`config.mk`:
```
export PLATFORM = sky130hd
export DESIGN_NAME = reduce_minmax_int_nbit
export DESIGN_NICKNAME = d
export VERILOG_FILES = /design/src/rtl/reduce_minmax_int_nbit.sv
export SDC_FILE = /design/constraint.sdc
export NUM_CORES = 1
export LEC_CHECK = 0
export ABC_AREA = 1
export CAP_MARGIN = 20
export CORE_MARGIN = 2
export CORE_UTILIZATION = 48
export CTS_BUF_LIST = sky130_fd_sc_hd__clkbuf_8
export DETAILED_ROUTE_END_ITERATION = 16
export DONT_BUFFER_PORTS = 1
export HOLD_SLACK_MARGIN = 0.15
export PLACE_DENSITY_LB_ADDON = 0.15
export REMOVE_ABC_BUFFERS = 1
export SYNTH_ARGS = -nofsm -noshare
export SYNTH_HDL_FRONTEND = slang
export SYNTH_SLANG_ARGS = --single-unit
```
`constraint.sdc`:
```
create_clock -name clk -period 3.4 [get_ports clk]
set_input_delay 0.85 -clock clk [delete_from_list [all_inputs] [get_ports clk]]
set_output_delay 0.85 -clock clk [all_outputs]
set_load 0.02 [all_outputs]
```
`src/rtl/reduce_minmax_int_nbit.sv`:
```
// Streaming signed min/max reduction: tracks the running best element of a
// valid/ready stream and emits value, index and count as one held result beat.
module reduce_minmax_int_nbit #(
    parameter int WIDTH = 32,
    parameter int IDX_W = 16
) (
    input  logic             clk,
    input  logic             rst_n,
    input  logic             in_valid,
    output logic             in_ready,
    input  logic [WIDTH-1:0] in_data,
    input  logic             in_last,
    input  logic             mode,
    output logic             out_valid,
    input  logic             out_ready,
    output logic [WIDTH-1:0] out_value,
    output logic [IDX_W-1:0] out_index,
    output logic [IDX_W-1:0] out_count,
    output logic             out_ovf
);

    typedef enum logic [1:0] {
        S_IDLE,
        S_ACCUM,
        S_HOLD
    } state_t;

    localparam logic [IDX_W-1:0] POS_MAX = '1;
    localparam logic [IDX_W-1:0] POS_ONE = IDX_W'(1);

    state_t           state_q, state_d;
    logic [WIDTH-1:0] best_q, best_d;
    logic [IDX_W-1:0] best_idx_q, best_idx_d;
    logic [IDX_W-1:0] pos_q, pos_d;
    logic             mode_q, mode_d;
    logic             ovf_q, ovf_d;
    logic [WIDTH-1:0] out_value_q, out_value_d;
    logic [IDX_W-1:0] out_index_q, out_index_d;
    logic [IDX_W-1:0] out_count_q, out_count_d;
    logic             out_ovf_q, out_ovf_d;

    // Strict signed less-than: differing signs decide by a's sign bit,
    // otherwise the magnitude bits compare as unsigned.
    function automatic logic slt(input logic [WIDTH-1:0] a, input logic [WIDTH-1:0] b);
        if (a[WIDTH-1] != b[WIDTH-1]) begin
            return a[WIDTH-1];
        end
        return (a[WIDTH-2:0] < b[WIDTH-2:0]);
    endfunction

    logic             accept;
    logic             replace;
    logic             pos_sat;
    logic [IDX_W-1:0] pos_inc;
    logic [WIDTH-1:0] acc_best;
    logic [IDX_W-1:0] acc_idx;
    logic             acc_ovf;

    // Outcome of the current element against the running best (ACCUM rules).
    always_comb begin
        replace  = mode_q ? slt(best_q, in_data) : slt(in_data, best_q);
        pos_sat  = (pos_q == POS_MAX);
        pos_inc  = pos_sat ? pos_q : (pos_q + POS_ONE);
        acc_best = replace ? in_data : best_q;
        acc_idx  = replace ? pos_q : best_idx_q;
        acc_ovf  = ovf_q | pos_sat;
    end

    assign in_ready  = (state_q != S_HOLD);
    assign out_valid = (state_q == S_HOLD);
    assign accept    = in_valid && in_ready;

    assign out_value = out_value_q;
    assign out_index = out_index_q;
    assign out_count = out_count_q;
    assign out_ovf   = out_ovf_q;

    // Next-state and datapath updates for the IDLE/ACCUM/HOLD controller.
    always_comb begin
        state_d     = state_q;
        best_d      = best_q;
        best_idx_d  = best_idx_q;
        pos_d       = pos_q;
        mode_d      = mode_q;
        ovf_d       = ovf_q;
        out_value_d = out_value_q;
        out_index_d = out_index_q;
        out_count_d = out_count_q;
        out_ovf_d   = out_ovf_q;

        unique case (state_q)
            S_IDLE: begin
                if (accept) begin
                    best_d     = in_data;
                    best_idx_d = '0;
                    pos_d      = POS_ONE;
                    mode_d     = mode;
                    ovf_d      = 1'b0;
                    if (in_last) begin
                        out_value_d = in_data;
                        out_index_d = '0;
                        out_count_d = POS_ONE;
                        out_ovf_d   = 1'b0;
                        state_d     = S_HOLD;
                    end else begin
                        state_d = S_ACCUM;
                    end
                end
            end
            S_ACCUM: begin
                if (accept) begin
                    best_d     = acc_best;
                    best_idx_d = acc_idx;
                    pos_d      = pos_inc;
                    ovf_d      = acc_ovf;
                    if (in_last) begin
                        out_value_d = acc_best;
                        out_index_d = acc_idx;
                        out_count_d = pos_inc;
                        out_ovf_d   = acc_ovf;
                        state_d     = S_HOLD;
                    end
                end
            end
            S_HOLD: begin
                if (out_ready) begin
                    state_d = S_IDLE;
                end
            end
            default: begin
                state_d = S_IDLE;
            end
        endcase
    end

    // State and result registers; reset discards any partial or held result.
    always_ff @(posedge clk or negedge rst_n) begin
        if (!rst_n) begin
            state_q     <= S_IDLE;
            best_q      <= '0;
            best_idx_q  <= '0;
            pos_q       <= '0;
            mode_q      <= 1'b0;
            ovf_q       <= 1'b0;
            out_value_q <= '0;
            out_index_q <= '0;
            out_count_q <= '0;
            out_ovf_q   <= 1'b0;
        end else begin
            state_q     <= state_d;
            best_q      <= best_d;
            best_idx_q  <= best_idx_d;
            pos_q       <= pos_d;
            mode_q      <= mode_d;
            ovf_q       <= ovf_d;
            out_value_q <= out_value_d;
            out_index_q <= out_index_d;
            out_count_q <= out_count_d;
            out_ovf_q   <= out_ovf_d;
        end
    end

endmodule

```
==> Word level (Yosys, flattened, before mapping) <==
Index checks and enable logic that the tools add are counted.
{ "totals": {"inputBits": 38, "out_inout_bits": 67, "register_bits": 133, "wordCells": 80} }
{ "classes": {"add_sub_neg": 1, "bitwise": 1, "mux": 48, "n_reduce_logical": 7, "n_lt_le_gt_ge": 2, "eq_ne": 11} }
{ "op_table": {"columns": ["op", "n"], "rows": [
  ["2-to-1 mux 16 bit", 14],
  ["2-to-1 mux 32 bit", 7],
  ["one-hot mux 16 bit (2 select lines)", 4],
  ["one-hot mux 32 bit (2 select lines)", 2],
  ["less-than comparator 31 bit", 2],
  ["adder 16 x 1 -> 16 bit, second input constant", 1],
  ["equality test 16 bit, second input constant", 1],
  ["2-to-1 mux 1 bit", 13],
  ["2-to-1 mux 2 bit", 5],
  ["inequality test 2 bit, second input constant", 5],
  ["one-hot mux 2 bit (3 select lines)", 1],
  ["AND reduction 5 bit", 1],
  ["one-hot mux 1 bit (2 select lines)", 2],
  ["AND reduction 4 bit", 1],
  ["AND reduction 3 bit", 1],
  ["equality test 2 x 1 -> 1 bit, second input constant", 1],
  ["equality test 2 bit, second input constant", 1],
  ["zero test 2 bit", 1],
  ["inequality test 1 bit", 2],
  ["inequality test 2 x 1 -> 1 bit, second input constant", 1],
  ["AND reduction 2 bit", 1],
  ["nonzero test 2 bit", 1],
  ["logical AND 1 bit", 1],
  ["bitwise OR 1 bit", 1]
]} }

==> Depth between registers and ports, before layout <==
{ "logic_depth": {"word_depth": 8, "ltp_mapped": 19} }

==> Worst setup path after synthesis <==
Ideal clock, no wire load.
{ "synth_timing": {"path_type": "input-to-reg", "from": "in in_data[30]", "to": "reg out_index_q[10], in the netlist out_index[10]", "path_slack_ns": 0.849, "t_arrival_ns": 2.432, "required_time_ns": 3.281, "stages": 15, "setup_time_ns": 0.119, "path_cell_list": "ha_1 -> nand2_1 -> nor2_2 -> and2_2 -> nand3_2 -> nor2_2 -> nand2_1 -> nand3_1 -> nand3_4 -> nand2_4 -> buf_8 -> buf_12 -> nand2_4 -> nand4_1 -> nand2_1"} }
{ "synth_between": {"elab_chain_cells": 7} }
{ "synth_rtl": {"columns": ["element", "line_no", "rtl"], "rows": [
  ["start, declared", "11", "input logic [WIDTH-1:0] in_data,"],
  ["less-than comparator 31 bit", "48", "return (a[WIDTH-2:0] < b[WIDTH-2:0]);"],
  ["2-to-1 mux 1 bit", "48", null],
  ["2-to-1 mux 1 bit (*)", "61", "replace = mode_q ? slt(best_q, in_data) : slt(in_data, best_q);"],
  ["2-to-1 mux 16 bit (*)", "65", "acc_idx = replace ? pos_q : best_idx_q;"],
  ["2-to-1 mux 16 bit (*)", "116", "if (in_last) begin"],
  ["2-to-1 mux 16 bit (*)", "111", "if (accept) begin"],
  ["one-hot mux 16 bit (2 select lines) (*)", "91", "unique case (state_q)"],
  ["end signal, assigned", "157", "out_index_q <= out_index_d;"],
  ["end, declared", "38", "logic [IDX_W-1:0] out_index_q, out_index_d;"]
]} }
Every way passes the cells marked *; elsewhere a longest branch is shown, timed or not. The select of a mux whose other input is x is not followed.
A chain may end at the register's enable or synchronous reset.

==> Worst setup path after layout <==
{ "layout_timing": {"from": "reg best_q[30]", "to": "reg out_value_q[5], in the netlist out_value[5]"} }
{ "layout_between": {"elab_chain_cells": 7} }
{ "layout_rtl": {"columns": ["element", "line_no", "rtl"], "rows": [
  ["start, declared", "32", "logic [WIDTH-1:0] best_q, best_d;"],
  ["start signal, assigned", "151", "best_q <= best_d;"],
  ["less-than comparator 31 bit", "48", null],
  ["2-to-1 mux 1 bit", "48", null],
  ["2-to-1 mux 1 bit (*)", "61", null],
  ["2-to-1 mux 32 bit (*)", "64", "acc_best = replace ? in_data : best_q;"],
  ["2-to-1 mux 32 bit (*)", "116", null],
  ["2-to-1 mux 32 bit (*)", "111", null],
  ["one-hot mux 32 bit (2 select lines) (*)", "91", null],
  ["end signal, assigned", "156", "out_value_q <= out_value_d;"],
  ["end, declared", "37", "logic [WIDTH-1:0] out_value_q, out_value_d;"]
]} }
Marks and branches as above.

==> key figures <==
Floorplan
  – Std-Cell Rows: 45
  – Die area: 16400 um2
  – Height of the die: 128 um
  – Die width: 128 um
  – Initial Util: 48.9%
  – Total core area: 15100 um2
  – Num ports: 105

Setup path
  – Critical path origin: best_q[30]
  – Arrival time at the worst endpoint: 2.96 ns
  – Type of origin of the critical path: flip-flop
  – CP endpoint kind: flip-flop
  – Crit Path Class: flip-flop to flip-flop
  – Crit-path leading delay family: simple AND/OR/NAND/NOR gates
  – Req. time, crit path: 3.74 ns
  – Worst-path fanout max: 28
  – Crit path cell chain: inv_1 > ha_1 > nand2_1 > nor2_2 > and2_2 > nand3_2 > nor2_2 > nand2_1 > nand3_1 > nand3_4 > nand2_4 > buf_4 > nand3_1 > nand3_1 > nand2_1
  – Peak per-stage delay on the critical path: 0.40 ns
  – Worst R2R Start: best_q[30]
  – Crit path max-delay cell type: buf_4
  – Worst Path Buf+Inv: 2

Timing
  – Headroom to the max-slew limit: 50.2%
  – RSZ-0062 raised after global routing: no
  – Fin. max-slew vios: 0
  – Slew @ Worst Pin: 0.747 ns
  – Hold_ws: 0.0903 ns
  – Final min period: 2.63 ns
  – Clock Skews: 0.00896 ns
  – Setup TNS: 0 ns
  – Final setup fails: 0
  – Max frequency: 0.381 GHz
  – Hold Violations, Final: 0
  – Tcrit/Tclk final: 77.2%

Clocking
  – Post-CTS sizing: 0
  – Clk Latency, worst-skew pair: 0.45 ns
  – Cts bufs inserted: 17
  – Clock root buffer: clkbuf_8
  – CTS tree: built
  – Clock buffer depth: 2
  – Worst-path clk slew: 0.08 ns
  – H-tree Lvls: 4
  – Setup Buffers After CTS: 0
  – CTS sink count: 133

GRT
  – Grt ovf: 0
  – GRT Util Overall: 22.8%
  – First-pass GRT wire length: 29300 um
  – Initial antenna violation count: 0
  – Vias in the first global route: 5826
  – Largest net degree at the start of global routing: 134

Place
  – Port bufs: 0
  – Hpwl dp: 11100 um
  – GPL Wtd Cong: 0.786
  – Cell Area, Placed: 7510 um2

Routing
  – Vias per inst: 5.19
  – Drt total wl: 17700 um
  – ANT nets after route: 0
  – Residual DRC: 0
  – Routed vias: 5912
  – 1st-iter DRT viols: 398
  – DR WL/cell: 15.5 um
  – 1st-pass router iterations: 5

Pwr
  – Power Density: 680 nW/um2
  – Final Power: 5400 uW
  – Pleak: 0.00421 uW
  – Peak supply drop: 0.000353 V

Finish
  – Area Overhead vs Synth: 7.58%
  – Post-route cell area: 7940 um2
  – Fill cell count: 1458
  – Fin nets: 1009
  – Layout cells sized above 1: 9.03%
  – Antenna Cells: 0

Status
  – Status: completed

Flow run
  – Max-cap viol count: 0

Synth
  – Mapped Cells: 954
  – #FFs+latches synth: 133
  – Synth top area cells: dfrtp_1 45%, nand2_1 17%, nand3_1 7.1%
  – Post-synthesis sequential area ratio: 45.1%
  – Synth Flop Type: dfrtp_1
  – Yosys top cell by area: dfrtp_1
  – Number of flops mapped to enable cells by yosys: 0
  – Synth Area per Inst: 7.73 um2
  – Synth top area share: 45.1%
  – Post-Syn Area: 7380 um2
  – YS warnings: 0
  – Yosys cell types: 31
  – Post-synth ARST share: 100%

Worst hold path
  – HP Class: primary input to asynchronous set/reset pin
worst register-to-register path, stage by stage (launching register included):
cell and delay, ns:
dfrtp_1 0.35, inv_1 0.07, ha_1 0.30, nand2_1 0.09, nor2_2 0.13, and2_2 0.21, nand3_2 0.08, nor2_2 0.14
nand2_1 0.09, nand3_1 0.11, nand3_4 0.09, nand2_4 0.09, buf_4 0.40, nand3_1 0.18, nand3_1 0.12, nand2_1 0.07
state kept, by name, summed over array words and instances, names as in the netlist:
| register | cells |
|---|---|
| best_idx_q | 16 |
| mode_q | 1 |
| out_value | 32 |
| out_ovf | 1 |
| out_index | 16 |
| state_q | 2 |
| out_count | 16 |
| pos_q | 16 |
| best_q | 32 |
| ovf_q | 1 |
worst paths after layout:
path | to | slack, ns | cells after the start
max | out_value[5] | 0.77 | 15
min | out_value[0] | 0.09 | 0
max reg2reg | out_value[5] | 0.77 | 15
min reg2reg | best_idx_q[4] | 0.48 | 2
max in group asynchronous | out_value[16] | 3.11 | 0
min in group clk | best_idx_q[4] | 0.48 | 2
report_power, final:
group | switching [uW] | leakage, uW | total, uW | internal, uW
clock | 646 | 0.000221 | 1430 | 784
combinational | 1080 | 0.00226 | 1610 | 532
sequential | 436 | 0.00173 | 2360 | 1920
layout by cell type, fill, tap and decap left out, types with 5 or more instances in the layout:
cell type	count
nand3_2	22
nand4_1	36
nand2_4	12
buf_4	8
clkbuf_8	20
nand3_1	105
o21ai_0	44
dfrtp_1	133
nand2_1	337
nor2_1	26
inv_1	122
ha_1	32
xor2_1	5
a21oi_1	13
per-layer routing:
layer / GRT usage, % / vias up / routed length (um)
met1: 31.9 / 2737 / 8440
met5: 0 / - / 0
li1: - / 3008 / -
met2: 34.5 / 146 / 7810
met4: 6.66 / 0 / 259
met3: 6.72 / 21 / 1140
layout make-up:
cell class	count	area [um2]	share of cell area [%]
repair buffers	11	120	1.51
well taps	188	235	2.96
clock buffers	20	275	3.47
multi-input cells	653	3360	42.4
clock inverters	12	151	1.91
flip-flops and latches	133	3330	41.9
inverters	123	462	5.82
cell families after synthesis:
family / synth area share, %
and+or+nand+nor: 34.6
buffers and inverters: 9.55
DFF: 45.1
AOI/OAI and AO/OA: 4.55
adders and majority gates: 5.56
xor gates and xnor gates: 0.594
through the flow:
stage	cells	util (%)	setup WS [ns]
after floorplan	909	-	-3.79
after global placement	1108	49.8	0.381
after detailed placement	1108	49.8	0.328
after CTS	1140	52.6	0.731
after global routing	1140	52.6	0.513
final	1140	52.6	0.775
Yosys cell counts, types with 2 or more instances:
cell type,instances
ha_1,32
o21ai_0,44
o211ai_1,2
nand4_1,36
nand2_1,337
buf_2,11
buf_1,4
dfrtp_1,133
xor2_1,5
nand2_4,12
nor2_1,28
clkbuf_1,26
nor2_2,3
nand3_1,105
nand3_2,22
inv_1,121
buf_12,3
a21oi_1,13
nor3_1,3
a31oi_1,2
a21o_1,2
(Power assumes the default switching activity.)
